===== src/rtl/ex_operand_issue_if.sv =====
`default_nettype none
// ============================================================================
//  Module      : ex_operand_issue_if
//  Description : Bundle between decode / later pipeline stages and the
//                ID/EX operand-issue block (decoded fields, writeback
//                snoop buses, ALU operands and EX-stage control).
//  Revision    : 1.0 - initial release
// ============================================================================
interface ex_operand_issue_if #(
    parameter int XLEN = 32
);
    // Decode slot
    logic            id_valid_i;
    logic [4:0]      id_fn_i;
    logic [4:0]      id_rs1_i;
    logic [4:0]      id_rs2_i;
    logic [4:0]      id_rd_i;
    logic [XLEN-1:0] id_rs1_data_i;
    logic [XLEN-1:0] id_rs2_data_i;
    logic [XLEN-1:0] id_imm_i;
    logic [XLEN-1:0] id_pc_i;
    logic            id_op1_pc_i;
    logic            id_op2_imm_i;
    logic            id_wb_en_i;
    logic            id_is_load_i;
    logic            flush_i;
    // Writeback snoop from EX/MEM and MEM/WB
    logic [4:0]      exm_rd_i;
    logic            exm_wb_en_i;
    logic [XLEN-1:0] exm_result_i;
    logic [4:0]      mwb_rd_i;
    logic            mwb_wb_en_i;
    logic [XLEN-1:0] mwb_result_i;
    // Results
    logic            stall_id_o;
    logic [4:0]      alu_fn_o;
    logic [XLEN-1:0] alu_src1_o;
    logic [XLEN-1:0] alu_src2_o;
    logic [XLEN-1:0] ex_store_data_o;
    logic            ex_valid_o;
    logic [4:0]      ex_rd_o;
    logic            ex_wb_en_o;
    logic            ex_is_load_o;

    // Pipeline side driving decode fields and consuming EX results
    modport master (
        output id_valid_i, id_fn_i, id_rs1_i, id_rs2_i, id_rd_i,
               id_rs1_data_i, id_rs2_data_i, id_imm_i, id_pc_i,
               id_op1_pc_i, id_op2_imm_i, id_wb_en_i, id_is_load_i, flush_i,
               exm_rd_i, exm_wb_en_i, exm_result_i,
               mwb_rd_i, mwb_wb_en_i, mwb_result_i,
        input  stall_id_o, alu_fn_o, alu_src1_o, alu_src2_o, ex_store_data_o,
               ex_valid_o, ex_rd_o, ex_wb_en_o, ex_is_load_o
    );

    // Operand-issue block side
    modport slave (
        input  id_valid_i, id_fn_i, id_rs1_i, id_rs2_i, id_rd_i,
               id_rs1_data_i, id_rs2_data_i, id_imm_i, id_pc_i,
               id_op1_pc_i, id_op2_imm_i, id_wb_en_i, id_is_load_i, flush_i,
               exm_rd_i, exm_wb_en_i, exm_result_i,
               mwb_rd_i, mwb_wb_en_i, mwb_result_i,
        output stall_id_o, alu_fn_o, alu_src1_o, alu_src2_o, ex_store_data_o,
               ex_valid_o, ex_rd_o, ex_wb_en_o, ex_is_load_o
    );
endinterface
`default_nettype wire


===== src/rtl/ex_operand_issue.sv =====
`default_nettype none
// ============================================================================
//  Module      : ex_operand_issue
//  Description : ID/EX pipeline register feeding the ALU. Captures decoded
//                fields, resolves source operands through EX/MEM and MEM/WB
//                forwarding and raises stall_id on load-use (or, with
//                forwarding disabled, on any pending RAW) hazards.
//  Revision    : 1.0 - initial release
// ============================================================================
module ex_operand_issue #(
    parameter int         XLEN   = 32,
    parameter bit         FWD_EN = 1'b1,
    parameter logic [4:0] ALU_X  = 5'h1F
) (
    input  wire logic           clk,
    input  wire logic           rst,
    ex_operand_issue_if.slave   bus
);

    // EX-stage control
    logic            ex_valid_q,   ex_valid_d;
    logic [4:0]      ex_rd_q,      ex_rd_d;
    logic            ex_wb_en_q,   ex_wb_en_d;
    logic            ex_is_load_q, ex_is_load_d;
    logic [4:0]      alu_fn_q,     alu_fn_d;
    // EX-stage operand sources
    logic [4:0]      rs1_q,        rs1_d;
    logic [4:0]      rs2_q,        rs2_d;
    logic [XLEN-1:0] rs1_data_q,   rs1_data_d;
    logic [XLEN-1:0] rs2_data_q,   rs2_data_d;
    logic [XLEN-1:0] imm_q,        imm_d;
    logic [XLEN-1:0] pc_q,         pc_d;
    logic            op1_pc_q,     op1_pc_d;
    logic            op2_imm_q,    op2_imm_d;

    logic            w_load_use;
    logic            w_raw_hazard;
    logic            w_stall;
    logic            w_capture;
    logic [XLEN-1:0] w_fwd_rs1;
    logic [XLEN-1:0] w_fwd_rs2;

    // Load-use: the load in EX has no data yet, so a consumer in ID must wait one cycle.
    // rs2 is always treated as used because stores need it as data.
    always_comb begin
        w_load_use = 1'b0;
        if (bus.id_valid_i && ex_valid_q && ex_is_load_q && (ex_rd_q != 5'd0)) begin
            w_load_use = ((ex_rd_q == bus.id_rs1_i) && !bus.id_op1_pc_i) ||
                         (ex_rd_q == bus.id_rs2_i);
        end
    end

    generate
        if (FWD_EN) begin : g_fwd
            // No extra RAW stalls when forwarding resolves them
            assign w_raw_hazard = 1'b0;

            // rs1 forward select: x0 never forwarded, EX/MEM is younger than MEM/WB
            always_comb begin
                w_fwd_rs1 = rs1_data_q;
                if (rs1_q != 5'd0) begin
                    if (bus.exm_wb_en_i && (bus.exm_rd_i == rs1_q)) begin
                        w_fwd_rs1 = bus.exm_result_i;
                    end else if (bus.mwb_wb_en_i && (bus.mwb_rd_i == rs1_q)) begin
                        w_fwd_rs1 = bus.mwb_result_i;
                    end
                end
            end

            // rs2 forward select, same priority as rs1
            always_comb begin
                w_fwd_rs2 = rs2_data_q;
                if (rs2_q != 5'd0) begin
                    if (bus.exm_wb_en_i && (bus.exm_rd_i == rs2_q)) begin
                        w_fwd_rs2 = bus.exm_result_i;
                    end else if (bus.mwb_wb_en_i && (bus.mwb_rd_i == rs2_q)) begin
                        w_fwd_rs2 = bus.mwb_result_i;
                    end
                end
            end
        end else begin : g_nofwd
            logic w_hit_ex;
            logic w_hit_exm;
            logic w_hit_mwb;

            // Without forwarding the regfile value is only trustworthy once no
            // older in-flight writer targets a used source register.
            always_comb begin
                w_hit_ex  = ex_valid_q && ex_wb_en_q && (ex_rd_q != 5'd0) &&
                            (((ex_rd_q == bus.id_rs1_i) && !bus.id_op1_pc_i) ||
                             (ex_rd_q == bus.id_rs2_i));
                w_hit_exm = bus.exm_wb_en_i && (bus.exm_rd_i != 5'd0) &&
                            (((bus.exm_rd_i == bus.id_rs1_i) && !bus.id_op1_pc_i) ||
                             (bus.exm_rd_i == bus.id_rs2_i));
                w_hit_mwb = bus.mwb_wb_en_i && (bus.mwb_rd_i != 5'd0) &&
                            (((bus.mwb_rd_i == bus.id_rs1_i) && !bus.id_op1_pc_i) ||
                             (bus.mwb_rd_i == bus.id_rs2_i));
                w_raw_hazard = bus.id_valid_i && (w_hit_ex || w_hit_exm || w_hit_mwb);
            end

            assign w_fwd_rs1 = rs1_data_q;
            assign w_fwd_rs2 = rs2_data_q;
        end
    endgenerate

    assign w_stall   = w_load_use || w_raw_hazard;
    // A real instruction enters EX only when not killed and not held back
    assign w_capture = bus.id_valid_i && !bus.flush_i && !w_stall;

    // Next-state: control becomes a bubble unless captured; operand fields
    // follow ID every cycle (they are inert while the control says bubble).
    always_comb begin
        ex_valid_d   = w_capture;
        ex_wb_en_d   = w_capture && bus.id_wb_en_i;
        ex_is_load_d = w_capture && bus.id_is_load_i;
        ex_rd_d      = w_capture ? bus.id_rd_i : 5'd0;
        alu_fn_d     = w_capture ? bus.id_fn_i : ALU_X;
        rs1_d        = bus.id_rs1_i;
        rs2_d        = bus.id_rs2_i;
        rs1_data_d   = bus.id_rs1_data_i;
        rs2_data_d   = bus.id_rs2_data_i;
        imm_d        = bus.id_imm_i;
        pc_d         = bus.id_pc_i;
        op1_pc_d     = bus.id_op1_pc_i;
        op2_imm_d    = bus.id_op2_imm_i;
    end

    // ID/EX pipeline register with synchronous reset to an empty bubble
    always_ff @(posedge clk) begin
        if (rst) begin
            ex_valid_q   <= 1'b0;
            ex_wb_en_q   <= 1'b0;
            ex_is_load_q <= 1'b0;
            ex_rd_q      <= 5'd0;
            alu_fn_q     <= ALU_X;
            rs1_q        <= 5'd0;
            rs2_q        <= 5'd0;
            rs1_data_q   <= '0;
            rs2_data_q   <= '0;
            imm_q        <= '0;
            pc_q         <= '0;
            op1_pc_q     <= 1'b0;
            op2_imm_q    <= 1'b0;
        end else begin
            ex_valid_q   <= ex_valid_d;
            ex_wb_en_q   <= ex_wb_en_d;
            ex_is_load_q <= ex_is_load_d;
            ex_rd_q      <= ex_rd_d;
            alu_fn_q     <= alu_fn_d;
            rs1_q        <= rs1_d;
            rs2_q        <= rs2_d;
            rs1_data_q   <= rs1_data_d;
            rs2_data_q   <= rs2_data_d;
            imm_q        <= imm_d;
            pc_q         <= pc_d;
            op1_pc_q     <= op1_pc_d;
            op2_imm_q    <= op2_imm_d;
        end
    end

    assign bus.stall_id_o      = w_stall;
    assign bus.alu_fn_o        = alu_fn_q;
    assign bus.alu_src1_o      = op1_pc_q  ? pc_q  : w_fwd_rs1;
    assign bus.alu_src2_o      = op2_imm_q ? imm_q : w_fwd_rs2;
    assign bus.ex_store_data_o = w_fwd_rs2;
    assign bus.ex_valid_o      = ex_valid_q;
    assign bus.ex_rd_o         = ex_rd_q;
    assign bus.ex_wb_en_o      = ex_wb_en_q;
    assign bus.ex_is_load_o    = ex_is_load_q;

endmodule
`default_nettype wire


===== src/flat_wrapper.sv =====
// flat-port wrapper written by rule: the top's interface ports become plain ports
module ex_operand_issue_flat 
#(
    parameter int         XLEN   = 32,
    parameter bit         FWD_EN = 1'b1,
    parameter logic [4:0] ALU_X  = 5'h1F
)
  (clk, rst, bus_id_valid_i, bus_id_fn_i, bus_id_rs1_i, bus_id_rs2_i, bus_id_rd_i, bus_id_rs1_data_i, bus_id_rs2_data_i, bus_id_imm_i, bus_id_pc_i, bus_id_op1_pc_i, bus_id_op2_imm_i, bus_id_wb_en_i, bus_id_is_load_i, bus_flush_i, bus_exm_rd_i, bus_exm_wb_en_i, bus_exm_result_i, bus_mwb_rd_i, bus_mwb_wb_en_i, bus_mwb_result_i, bus_stall_id_o, bus_alu_fn_o, bus_alu_src1_o, bus_alu_src2_o, bus_ex_store_data_o, bus_ex_valid_o, bus_ex_rd_o, bus_ex_wb_en_o, bus_ex_is_load_o);
  ex_operand_issue_if #(.XLEN(XLEN)) bus_i ();
  input  wire logic clk;
  input  wire logic rst;
  input wire logic [$bits(bus_i.id_valid_i)-1:0] bus_id_valid_i;
  input wire logic [$bits(bus_i.id_fn_i)-1:0] bus_id_fn_i;
  input wire logic [$bits(bus_i.id_rs1_i)-1:0] bus_id_rs1_i;
  input wire logic [$bits(bus_i.id_rs2_i)-1:0] bus_id_rs2_i;
  input wire logic [$bits(bus_i.id_rd_i)-1:0] bus_id_rd_i;
  input wire logic [$bits(bus_i.id_rs1_data_i)-1:0] bus_id_rs1_data_i;
  input wire logic [$bits(bus_i.id_rs2_data_i)-1:0] bus_id_rs2_data_i;
  input wire logic [$bits(bus_i.id_imm_i)-1:0] bus_id_imm_i;
  input wire logic [$bits(bus_i.id_pc_i)-1:0] bus_id_pc_i;
  input wire logic [$bits(bus_i.id_op1_pc_i)-1:0] bus_id_op1_pc_i;
  input wire logic [$bits(bus_i.id_op2_imm_i)-1:0] bus_id_op2_imm_i;
  input wire logic [$bits(bus_i.id_wb_en_i)-1:0] bus_id_wb_en_i;
  input wire logic [$bits(bus_i.id_is_load_i)-1:0] bus_id_is_load_i;
  input wire logic [$bits(bus_i.flush_i)-1:0] bus_flush_i;
  input wire logic [$bits(bus_i.exm_rd_i)-1:0] bus_exm_rd_i;
  input wire logic [$bits(bus_i.exm_wb_en_i)-1:0] bus_exm_wb_en_i;
  input wire logic [$bits(bus_i.exm_result_i)-1:0] bus_exm_result_i;
  input wire logic [$bits(bus_i.mwb_rd_i)-1:0] bus_mwb_rd_i;
  input wire logic [$bits(bus_i.mwb_wb_en_i)-1:0] bus_mwb_wb_en_i;
  input wire logic [$bits(bus_i.mwb_result_i)-1:0] bus_mwb_result_i;
  output wire logic [$bits(bus_i.stall_id_o)-1:0] bus_stall_id_o;
  output wire logic [$bits(bus_i.alu_fn_o)-1:0] bus_alu_fn_o;
  output wire logic [$bits(bus_i.alu_src1_o)-1:0] bus_alu_src1_o;
  output wire logic [$bits(bus_i.alu_src2_o)-1:0] bus_alu_src2_o;
  output wire logic [$bits(bus_i.ex_store_data_o)-1:0] bus_ex_store_data_o;
  output wire logic [$bits(bus_i.ex_valid_o)-1:0] bus_ex_valid_o;
  output wire logic [$bits(bus_i.ex_rd_o)-1:0] bus_ex_rd_o;
  output wire logic [$bits(bus_i.ex_wb_en_o)-1:0] bus_ex_wb_en_o;
  output wire logic [$bits(bus_i.ex_is_load_o)-1:0] bus_ex_is_load_o;
  assign bus_i.id_valid_i = bus_id_valid_i;
  assign bus_i.id_fn_i = bus_id_fn_i;
  assign bus_i.id_rs1_i = bus_id_rs1_i;
  assign bus_i.id_rs2_i = bus_id_rs2_i;
  assign bus_i.id_rd_i = bus_id_rd_i;
  assign bus_i.id_rs1_data_i = bus_id_rs1_data_i;
  assign bus_i.id_rs2_data_i = bus_id_rs2_data_i;
  assign bus_i.id_imm_i = bus_id_imm_i;
  assign bus_i.id_pc_i = bus_id_pc_i;
  assign bus_i.id_op1_pc_i = bus_id_op1_pc_i;
  assign bus_i.id_op2_imm_i = bus_id_op2_imm_i;
  assign bus_i.id_wb_en_i = bus_id_wb_en_i;
  assign bus_i.id_is_load_i = bus_id_is_load_i;
  assign bus_i.flush_i = bus_flush_i;
  assign bus_i.exm_rd_i = bus_exm_rd_i;
  assign bus_i.exm_wb_en_i = bus_exm_wb_en_i;
  assign bus_i.exm_result_i = bus_exm_result_i;
  assign bus_i.mwb_rd_i = bus_mwb_rd_i;
  assign bus_i.mwb_wb_en_i = bus_mwb_wb_en_i;
  assign bus_i.mwb_result_i = bus_mwb_result_i;
  assign bus_stall_id_o = bus_i.stall_id_o;
  assign bus_alu_fn_o = bus_i.alu_fn_o;
  assign bus_alu_src1_o = bus_i.alu_src1_o;
  assign bus_alu_src2_o = bus_i.alu_src2_o;
  assign bus_ex_store_data_o = bus_i.ex_store_data_o;
  assign bus_ex_valid_o = bus_i.ex_valid_o;
  assign bus_ex_rd_o = bus_i.ex_rd_o;
  assign bus_ex_wb_en_o = bus_i.ex_wb_en_o;
  assign bus_ex_is_load_o = bus_i.ex_is_load_o;
  ex_operand_issue #(.XLEN(XLEN), .FWD_EN(FWD_EN), .ALU_X(ALU_X)) u_core (.clk(clk), .rst(rst), .bus(bus_i));
endmodule

===== config.mk =====
export PLATFORM = sky130hd
export DESIGN_NAME = ex_operand_issue_flat
export DESIGN_NICKNAME = d
export VERILOG_FILES = /design/src/rtl/ex_operand_issue_if.sv /design/src/rtl/ex_operand_issue.sv /design/src/flat_wrapper.sv
export SDC_FILE = /design/constraint.sdc
export NUM_CORES = 1
export LEC_CHECK = 0
export ABC_AREA = 1
export CAP_MARGIN = 10
export CELL_PAD_IN_SITES_DETAIL_PLACEMENT = 1
export CELL_PAD_IN_SITES_GLOBAL_PLACEMENT = 1
export CORE_UTILIZATION = 25
export DETAILED_ROUTE_END_ITERATION = 10
export HOLD_SLACK_MARGIN = 0.06
export PLACE_DENSITY_LB_ADDON = 0.3
export SYNTH_ARGS = -nofsm -noshare
export SYNTH_HDL_FRONTEND = slang
export SYNTH_SLANG_ARGS = --single-unit

===== constraint.sdc =====
create_clock -name clk -period 1.45 [get_ports clk]
set_input_delay 0.2175 -clock clk [delete_from_list [all_inputs] [get_ports clk]]
set_output_delay 0.2175 -clock clk [all_outputs]
set_load 0.03 [all_outputs]

==> out/metrics.yaml <==
status: "finished, violations left"
violations: "setup timing"
via_count: 9157
drive_gt1_share_pct: 39.1
grt_usage_pct: 23.9
setup_violations: 97
cts_hold_buf: 0
die_area_mm2: 0.0311
worst_hold_path.num_cells: 2
grt_pass1_wl_um: 55000
core.rowCount: 63
worstSetupEndpointType: "primary output"
arrival_ns: 2.23
yosys.area_share.simple_pct: 34.6
hpwl_um: 26400
initial_core_util_pct: 25.5
synth_compound_area_share_pct: 6.94
drt_iter0_drc: 363
synth-seq-cells: 153
synth_cell_types: 25
grt_max_degree: 82
cts_root_buf: "clkbuf_16"
rsz0062_at_grt: "true"
syn_avg_cell_area_um2: 6.04
dp.cells: 1984
synthMuxAreaShare_pct: 0
ant_nets: 0
maxSlewHeadroom_pct: 72.8
netlist_instances: 1256
drv_cap: 0
grt_remaining_overflow: 0
met1_length_um: 15000
synth_nets: 1488
synth-adder-area-share_pct: 0
cts.sinks: 153
die_x_um: 176
switching_share_pct: 30.4
critical_path_class: "flop to primary output"
power.density_mw_per_mm2: 838
hold_ws_ns: 0.128
htree_levels: 4
synth_top_family_by_area: "simple AND/OR/NAND/NOR gates"
cts_made_buffers: 17
wirelength_um: 38300
io_buffers: 341
fin_ws_ns: -0.994
crit_fanout: 6
cts.path.max_buffers: 2
fin_skew_ns: 0.00171
p_int_w: 0.00926
drt_pass1_iterations: 4
cts_tree: "done"
area_delta_synth_final_pct: 109
route.detailed.drc: 0
comb_power_share_pct: 30.6
wl_met3_um: 2530
core_mm2: 0.0297
grt_pass1_vias: 9661
worst_slew_pin_slew_ns: 0.408
seqPwrFrac_pct: 33.8
drv_slew: 0
syn-cell-area_mm2: 0.00759
ys_seq_area_share_pct: 40.4
gp_congestion: 0.914
fillerInstances: 3462
worst_ep_required_time_ns: 1.23
wl_per_cell_um: 18.5
ir_drop_v: 0.000618
hold_viol: 0
clkPwrFrac_pct: 35.6
fp.dieH_um: 176
startpoint_type: "flop"
met2_length_um: 19600
yosys_warnings: 0
r2r_slack_ns: 0.10
fin_cells: 2069
reg2reg_depth: 10
clock_latency_ns: 0.43
finalCritPeriodShare_pct: 169
top_layer_used: "met5"
post-route-min-period_ns: 2.44
max_freq_ghz: 0.409
p_leak_nw: 7.56
synth_xor_area_share_pct: 0.693
switching_power_w: 0.00405
min_path_type: "primary input to flop"
fin_nets: 1893
viasPerCell: 4.43
ios: 342
grt_antenna_before_repair: 9
clkTransAtPathRegs_ns: 0.06
[metrics by stage]
step           area (µm²)  setup WS, ns  power (W)  util [%]  TNS, ns
2_1_floorplan        8600        -0.189    0.00627         -   -10.69
3_3_place_gp        12600         -1.15    0.00783      42.5   -90.36
3_5_place_dp        12600         -1.23    0.00787      42.5   -93.80
4_1_cts             15000         -1.02     0.0132      50.5   -91.26
5_1_grt             15900         -1.08     0.0139      53.4   -96.97
6_report            15900        -0.994     0.0133      53.4   -88.13
[power by group through the flow]
stage	combinational, W	clock [W]	sequential, W
after global routing	0.00432	0.00505	0.00452
after CTS	0.00381	0.00484	0.00450
after floorplan	0.00168	0	0.00459
final	0.00407	0.00474	0.00450
after global placement	0.00323	0	0.00459
after detailed placement	0.00328	0	0.00460
[layout make-up]
| cell class | count | area [µm²] | area share, % |
|---|---|---|---|
| Antenna cell | 7 | 17.5 | 0.110 |
| Clock buffer | 19 | 433 | 2.73 |
| Clock inverter | 11 | 171 | 1.08 |
| Inverter | 277 | 1050 | 6.61 |
| Multi-Input combinational cell | 769 | 5500 | 34.6 |
| Sequential cell | 153 | 3100 | 19.5 |
| Tap cell | 390 | 488 | 3.07 |
| Timing Repair Buffer | 443 | 5120 | 32.2 |
[critical path, cell delays in order, from the launching register on]
cell	delay, ns
dfxtp_4	0.36
xnor2_2	0.14
nand2_2	0.09
nor2_4	0.16
nand2_4	0.08
buf_6	0.14
nand2_8	0.07
nand2_8	0.10
buf_12	0.16
buf_16	0.15
nand2_4	0.07
and2_4	0.14
buf_6	0.12
[layout by cell type, fill, tap and decap left out, drive strengths merged, types with 3 or more instances in the layout]
cell and instances:
dfxtp 153, inv 279, clkbuf 24, nand2 319, diode 7, dlygate4sd2 9
clkdlybuf4s15 4, clkdlybuf4s50 227, buf 195, clkinv 3, nand4 3, o21ai 98
o22ai 3, bufinv 4, nor2 260, nand3 41, xnor2 4, and2 31
[cell families (layout without fill, tap and decap cells)]
group	after synthesis	in the layout
flip-flops	153	153
other	0	7
AND/OR/NAND/NOR	658	659
AO/OA/AOI/OAI	104	104
buffers and inverters	335	750
XOR/XNOR	6	6
[final timing paths]
| path | end | startpoint |
|---|---|---|
| max | bus_ex_store_data_o[30] | u_core.rs2_q[4] |
| min | u_core.pc_q[15] | rst |
| max reg2reg | u_core.bus.alu_fn_o[4] | u_core.bus.ex_rd_o[1] |
| min reg2reg | u_core.bus.ex_valid_o | u_core.bus.ex_is_load_o |
[state kept, by name, summed over array words and instances (netlist names)]
signal,count
u_core.bus.alu_fn_o,5
u_core.rs2_q,5
u_core.bus.ex_wb_en_o,1
u_core.bus.ex_is_load_o,1
u_core.op2_imm_q,1
u_core.rs1_q,5
u_core.bus.ex_rd_o,5
u_core.rs1_data_q,32
u_core.rs2_data_q,32
u_core.op1_pc_q,1
u_core.bus.ex_valid_o,1
u_core.pc_q,32
u_core.imm_q,32
[synthesized netlist by cell type, drive strengths merged]
cell type	count	area, µm²
nor2	260	976
nand2	319	1210
dfxtp	153	3060
and2	31	194
a21oi	2	10.0
buf	23	148
o22ai	3	18.8
xor2	2	17.5
a21boi	1	7.51
clkbuf	35	131
o21ai	98	490
nand3	40	200
xnor2	4	35.0
inv	277	1040
or2	1	6.26
nor3	2	10.0
nor4	1	6.26
nand4	3	18.8
nor3b	1	7.51
[routing by layer]
layer	vias to the layer above	GRT usage [%]
li1	4467	-
met1	4316	26.6
met2	309	42.6
met3	59	6.31
met4	6	10.4
met5	-	0
[what timing repair did]
action                                  4_1_cts  5_1_grt
pin swaps                                   105       89
gates resized for setup                     360      194
buffers inserted                             20        7
hold endpoints to repair                      0        0
cloned                                       19        6
endpoints found under the setup margin      110       97
Note: power is estimated with default switching activity, not from simulation.
==> RTL change 1, RTL diff (config.mk and constraints unchanged) <==
`FWD_EN` is set to 1'b1 in 2 places; all go to 1'b0.
--- a/src/rtl/ex_operand_issue.sv
+++ b/src/rtl/ex_operand_issue.sv
@@ -9,7 +9,7 @@
 // ============================================================================
 module ex_operand_issue #(
     parameter int         XLEN   = 32,
-    parameter bit         FWD_EN = 1'b1,
+    parameter bit         FWD_EN = 1'b0,
     parameter logic [4:0] ALU_X  = 5'h1F
 ) (
     input  wire logic           clk,
--- a/src/flat_wrapper.sv
+++ b/src/flat_wrapper.sv
@@ -2,7 +2,7 @@
 module ex_operand_issue_flat 
 #(
     parameter int         XLEN   = 32,
-    parameter bit         FWD_EN = 1'b1,
+    parameter bit         FWD_EN = 1'b0,
     parameter logic [4:0] ALU_X  = 5'h1F
 )
   (clk, rst, bus_id_valid_i, bus_id_fn_i, bus_id_rs1_i, bus_id_rs2_i, bus_id_rd_i, bus_id_rs1_data_i, bus_id_rs2_data_i, bus_id_imm_i, bus_id_pc_i, bus_id_op1_pc_i, bus_id_op2_imm_i, bus_id_wb_en_i, bus_id_is_load_i, bus_flush_i, bus_exm_rd_i, bus_exm_wb_en_i, bus_exm_result_i, bus_mwb_rd_i, bus_mwb_wb_en_i, bus_mwb_result_i, bus_stall_id_o, bus_alu_fn_o, bus_alu_src1_o, bus_alu_src2_o, bus_ex_store_data_o, bus_ex_valid_o, bus_ex_rd_o, bus_ex_wb_en_o, bus_ex_is_load_o);
Formal check against the unedited RTL: not equivalent (a bounded check fails within 4 cycles, from zero or initial values and one cycle with rst high).
==> RTL change 1 against the unedited design <==
The run still ends with setup timing left; wire length decreased by 51%; cell area fell by 37%; worst setup slack improved by 0.59 ns; synthesized area down 29%; total power decreased by 19%; final cell count fell by 39%; global-route usage fell by 7.4 points; sequential cell count is 10 lower; largest power group unchanged; highest routed layer is now met4.
==> RTL change 1: results (changes against the unedited design) <==
MAX-VDD-IR-DROP_mV=0.708  # +15%
GRT_ANTENNA_BEFORE_REPAIR=0  # -9
SKEW_NS=0.00830  # +0.00659 ns
R2R_CELLS=9  # -1
PLACE_HPWL_MICRONS=13000  # -51%
NET_COUNT_AFTER_SYNTHESIS=888  # -40%
CP_SLOWEST_CELL='clkdlybuf4s50_1'
SYNTHARSTFLOPSHARE_PCT=0  # unchanged
SLOWEST_DELAY_NS=0.51  # +0.15 ns
PIN_COUNT_OF_THE_BIGGEST_NET_ENTERING_GLOBAL_ROUTING=93  # +13%
FINAL_LAYOUT_SIZE_SUFFIX_GT1_SHARE_PCT=24.6  # -15 points
GPL.FINAL_WEIGHTED_CONGESTION=0.777  # -15%
GRT_TOTAL_OVFL=0  # unchanged
RUN_STATUS='complete, but fails checks'
POSTLAYOUTSETUPSLACKWORST_NS=-0.406  # +0.587 ns
NUMBER_OF_PLACED_INSTANCES_WITH_TAPS_INCLUDED=1215  # -39%
CLOCK-ROOT-BUFFER='clkbuf_16'
INSERTED_CLOCK_BUFFERS=17  # unchanged
CLK_PIN_SLEW_WORST_PATHS_NS=0.06  # about the same
TIGHTESTPINTRANSITION_NS=0.448  # +0.0404 ns
NUMPORTBUFFERS=277  # -19%
SYNTH_SEQ_AREA_SHARE_PCT=52.9  # +13 points
YOSYSWARNINGCOUNT=0  # unchanged
GRT_PASS1_VIAS=5374  # -44%
NETLIST-CELL-TYPE-COUNT=22  # -12%
HOLD_CLASS='in2reg'
WORSTPATHMAXFANOUT=3  # -3
GRT_PASS1_WL_MICRONS=27700  # -50%
TOTALWIRELENGTH_MICRONS=18700  # -51%
YOSYS_MOST_USED_DFF='dfxtp_1'
VIAS=5087  # -44%
NUM-FILL-CELLS=2457  # -29%
GR-USAGE-ALL-LAYERS_PCT=16.5  # -7.4 points
CLOCK_TREE.HTREE_LEVEL_COUNT=4  # unchanged
DETAILED_PLACE.AREA_SQ_UM=8620  # -32%
YOSYS-TOP-CELLS-COUNT='165 x inv_1, 157 x nor2_1, 143 x dfxtp_1'
INSERTEDDIODECOUNT=0  # -7
DRT-PASS1-ITER-COUNT=4  # unchanged
FAILED_CHECKS='setup timing'
WHS_PATH_DEPTH=4  # +2
CP_DATA_ARRIVAL_TIME_NS=1.64  # -0.59 ns
FINAL-INSTANCE-COUNT-EXCL-FILL=1264  # -39%
SYNTHTOPCELLSBYAREA='dfxtp_1 53%, mux2_2 12%, inv_1 11%'
CTS.PATH.MAX_BUFFERS=2  # unchanged
CLK_LATENCY_NS=0.41  # -0.02 ns
START_UTIL_PCT=25.7  # +0.12 points
SETUP_VIOL=65  # -33%
VIOLATION_COUNT_AFTER_THE_FIRST_DETAILED_ROUTE_ITERATION=134  # -63%
SYN_INST=656  # -48%
POWER_LEAKAGE_nW=5.06  # -33%
==> RTL change 1: cell count changes in the layout (fill, tap and decap cells not counted), moves of 38 or more <==
cell             before  now
clkdlybuf4s50_1     227  151
nand2_1             136   63
dlygate4sd2_1         9   48
mux2_4                0   64
o21ai_2              39    1
inv_1               263  160
nor2_1              197  155
nand2_2              77    5
nand2_4             100    0
==> RTL change 1: layout make-up <==
type / instances / area, sq um / share of cell area (%)
clock inverter: 12 / 148 / 1.49
timing repair buffer: 324 / 3390 / 34.1
sequential: 143 / 2890 / 29.1
tap: 275 / 344 / 3.47
multi-input combinational: 324 / 2090 / 21.1
inverter: 166 / 623 / 6.28
clock buffer: 20 / 447 / 4.50
==> RTL change 1: path summary, 6_finish.rpt <==
check	endpoint	slack, ns	start
max	bus_stall_id_o	-0.41	bus_exm_rd_i[1]
min	u_core.bus.ex_rd_o[3]	0.21	rst
max reg2reg	u_core.bus.alu_fn_o[2]	0.11	u_core.bus.ex_rd_o[1]
min reg2reg	u_core.bus.alu_fn_o[3]	0.94	u_core.bus.ex_rd_o[4]
==> RTL change 1: metrics by stage <==
| step | util (%) | TNS [ns] | setup slack, ns | hold WS [ns] |
|---|---|---|---|---|
| 3_3_place_gp | 40.9 | -15.08 | -0.608 | 0.638 |
| 2_1_floorplan | - | 0 | 0.0255 | 0.322 |
| 6_report | 47.1 | -18.75 | -0.406 | 0.206 |
| 3_5_place_dp | 40.9 | -15.53 | -0.629 | 0.647 |
| 4_1_cts | 46.3 | -20.00 | -0.427 | 0.193 |
| 5_1_grt | 47.1 | -22.32 | -0.504 | 0.223 |
==> RTL change 1: repair_timing <==
action	4_1_cts	5_1_grt
gates resized for setup	439	38
pin swaps	8	8
buffers inserted	9	2
setup endpoints to repair	115	84
gates cloned	3	3
hold endpoints to repair	0	0
==> RTL change 1: power breakdown <==
group	switching [mW]	internal, mW	leakage (nW)
Sequential	0.0875	4.13	1.19
Combinational	0.961	1.12	3.58
Clock	1.84	2.62	0.284
==> RTL change 1: cell families after synthesis <==
logic type	count (synthesis)	synth area share (%)
flops	143	52.9
simple gates	246	18.6
compound gates	9	0.879
xor+xnor	5	0.810
buf+inv	189	13.5
mux	64	13.3
==> RTL change 1: per-layer routing <==
| metal | track usage (%) | wire (microns) |
|---|---|---|
| met5 | 0 | 0 |
| met2 | 29.2 | 9560 |
| met1 | 18.1 | 7600 |
| met4 | 6.94 | 443 |
| met3 | 5.14 | 1120 |
==> RTL change 1: worst max-delay path, delay by kind of cell <==
family / cells / cell delay [ns]
and+or+nand+nor: 4 / 0.37
AOI/OAI and AO/OA: 2 / 0.28
buffers and inverters: 4 / 0.76
==> RTL change 2, RTL diff (same flow settings) <==
Made on the original files. Take the reset off `pc_q` and load it in a clocked block of its own.
--- a/src/rtl/ex_operand_issue.sv
+++ b/src/rtl/ex_operand_issue.sv
@@ -138,7 +138,6 @@
             rs1_data_q   <= '0;
             rs2_data_q   <= '0;
             imm_q        <= '0;
-            pc_q         <= '0;
             op1_pc_q     <= 1'b0;
             op2_imm_q    <= 1'b0;
         end else begin
@@ -152,10 +151,13 @@
             rs1_data_q   <= rs1_data_d;
             rs2_data_q   <= rs2_data_d;
             imm_q        <= imm_d;
-            pc_q         <= pc_d;
             op1_pc_q     <= op1_pc_d;
             op2_imm_q    <= op2_imm_d;
         end
+    end
+
+    always_ff @(posedge clk) begin
+        pc_q <= pc_d;
     end
 
     assign bus.stall_id_o      = w_stall;
Check against the original RTL: no difference found for any inputs over 10 cycles, from zero or initial values and one cycle with rst high; that may be too few to reach the edited logic, so the function may still have changed.
==> RTL change 2 against the unedited design <==
The run still ends with setup timing left; synthesized area down 3.4%; sequential cell count unchanged; cell area fell by 3.0%; non-clock buffer count decreased by 16; wire length shrank 2.6%; synthesized cell count is 5.4% lower; fmax decreased by 0.23%; final cell count fell by 4.3%; combinational power fell by 1%; worst setup slack worse by 0.0056 ns; total power hardly changed; via count decreased by 4.1%; critical path type unchanged.
==> RTL change 2: results (changes against the unedited design) <==
RUN_STATUS='complete, but fails checks'
FAILED_CHECKS='setup timing'
POSTLAYOUTSETUPSLACKWORST_NS=-0.999  # -0.00558 ns
NET_COUNT_AFTER_SYNTHESIS=1420  # -4.6%
PLACE_WORST_SETUP_SLACK_NS=-1.25  # -0.0126 ns
NUMBER_OF_PLACED_INSTANCES_WITH_TAPS_INCLUDED=1915  # -3.5%
GLOBAL_ROUTE.USAGE.MET3_PCT=6.67  # +0.36 points
PIN_COUNT_OF_THE_BIGGEST_NET_ENTERING_GLOBAL_ROUTING=73  # -11%
MAX-VDD-IR-DROP_mV=0.800  # +30%
SYNTHTOPCELLSBYAREA='dfxtp_1 42%, nand2_1 16%, inv_1 12%'
GR-USAGE-ALL-LAYERS_PCT=24.4  # +0.50 points
GRT_PASS1_WL_MICRONS=55100  # +0.25%
PLACE_HPWL_MICRONS=25400  # -3.7%
WORSTPATHMAXFANOUT=7  # +1
POWER_LEAKAGE_nW=7.18  # -5.0%
VIOLATION_COUNT_AFTER_THE_FIRST_DETAILED_ROUTE_ITERATION=296  # -18%
SYNTH_SEQ_AREA_SHARE_PCT=41.8  # +1.4 points
TIGHTESTPINTRANSITION_NS=0.439  # +0.0315 ns
WORST_SETUP_PATH_STARTPOINT='u_core.rs1_q[1]'
SETUP_VIOL=97  # unchanged
DRT-PASS1-ITER-COUNT=5  # +1
SLOWEST_DELAY_NS=0.40  # +0.04 ns
GRT_UTIL_MET2_PCT=44.8  # +2.2 points
GPL.FINAL_WEIGHTED_CONGESTION=0.815  # -11%
GRT_PASS1_VIAS=9603  # -0.60%
SYN_INST=1188  # -5.4%
NET-SWITCHING-POWER_mW=4.11  # +1.6%
NUM-FILL-CELLS=3274  # -5.4%
SKEW_NS=0.00182  # +0.000109 ns
FINAL_NET_COUNT=1813  # -4.2%
FINAL_LAYOUT_SIZE_SUFFIX_GT1_SHARE_PCT=37.6  # -1.6 points
YOSYS-TOP-CELLS-COUNT='317 x nand2_1, 242 x inv_1, 228 x nor2_1'
TOTALWIRELENGTH_MICRONS=37300  # -2.6%
VIAS=8781  # -4.1%
==> RTL change 2: cell types whose count changed after synthesis, sizes merged <==
cell,unedited run,this run
nor2,260,228
inv,277,245
clkbuf,35,31
==> RTL change 2: layout make-up <==
| class | count | area (sq um) | share of cell area [%] |
|---|---|---|---|
| diodes | 5 | 12.5 | 0.0813 |
| clock buffers | 20 | 467 | 3.03 |
| clock inverters | 10 | 143 | 0.926 |
| inverters | 245 | 928 | 6.03 |
| multi-input cells | 737 | 5510 | 35.8 |
| flip-flops and latches | 153 | 3100 | 20.1 |
| well taps | 384 | 480 | 3.12 |
| repair buffers | 427 | 4760 | 30.9 |
==> RTL change 2: kinds of logic after synthesis <==
group | after synthesis | share of synthesized area [%]
AND/OR/NAND/NOR | 626 | 34.2
buffers and inverters | 299 | 16.1
flip-flops | 153 | 41.8
AO/OA/AOI/OAI | 104 | 7.18
XOR/XNOR | 6 | 0.717
==> RTL change 2: final timing paths <==
kind	to	slack [ns]	cells past startpoint
max	bus_alu_src1_o[14]	-1.0	12
min	u_core.bus.ex_valid_o	0.20	4
max reg2reg	u_core.bus.alu_fn_o[0]	0.18	9
min reg2reg	u_core.bus.ex_valid_o	0.78	5
==> RTL change 2: timing repair <==
action | CTS | global route
gates cloned | 13 | 3
endpoints found under the setup margin | 110 | 100
hold buffers | 0 | 0
pin swaps | 90 | 71
buffers inserted | 15 | 3
resized for setup | 393 | 129
endpoints found under the hold margin | 0 | 0
==> RTL change 2: layer usage <==
metal,vias to the layer above,routed length (microns)
li1,4261,-
met1,4180,14200
met2,280,19700
met3,56,2490
met4,4,864
met5,-,31
==> RTL change 2: per-stage QoR <==
| step | hold slack, ns | total power, mW | cell area [sq um] | setup TNS [ns] | util, % |
|---|---|---|---|---|---|
| 2_1_floorplan | 0.245 | 6.25 | 8350 | -10.69 | - |
| 3_3_place_gp | 0.633 | 7.79 | 12400 | -90.63 | 43.0 |
| 3_5_place_dp | 0.637 | 7.84 | 12400 | -94.39 | 43.0 |
| 4_1_cts | 0.174 | 13.2 | 14800 | -92.50 | 51.3 |
| 5_1_grt | 0.209 | 13.8 | 15400 | -101.13 | 53.5 |
| 6_report | 0.196 | 13.3 | 15400 | -91.49 | 53.5 |
==> RTL change 2: power by group through the flow <==
stage          clock (mW)  sequential (mW)  combinational, mW
2_1_floorplan           0             4.59               1.66
3_3_place_gp            0             4.59               3.20
3_5_place_dp            0             4.60               3.24
4_1_cts              4.86             4.50               3.82
5_1_grt              5.03             4.52               4.27
6_report             4.77             4.51               4.03
==> RTL change 2: worst reg2reg max path: cells and delay by family (launching register included) <==
family,cells,cell delay [ns]
AOI/OAI and AO/OA,1,0.13
buffers and inverters,2,0.23
DFF,1,0.37
and+or+nand+nor,6,0.43
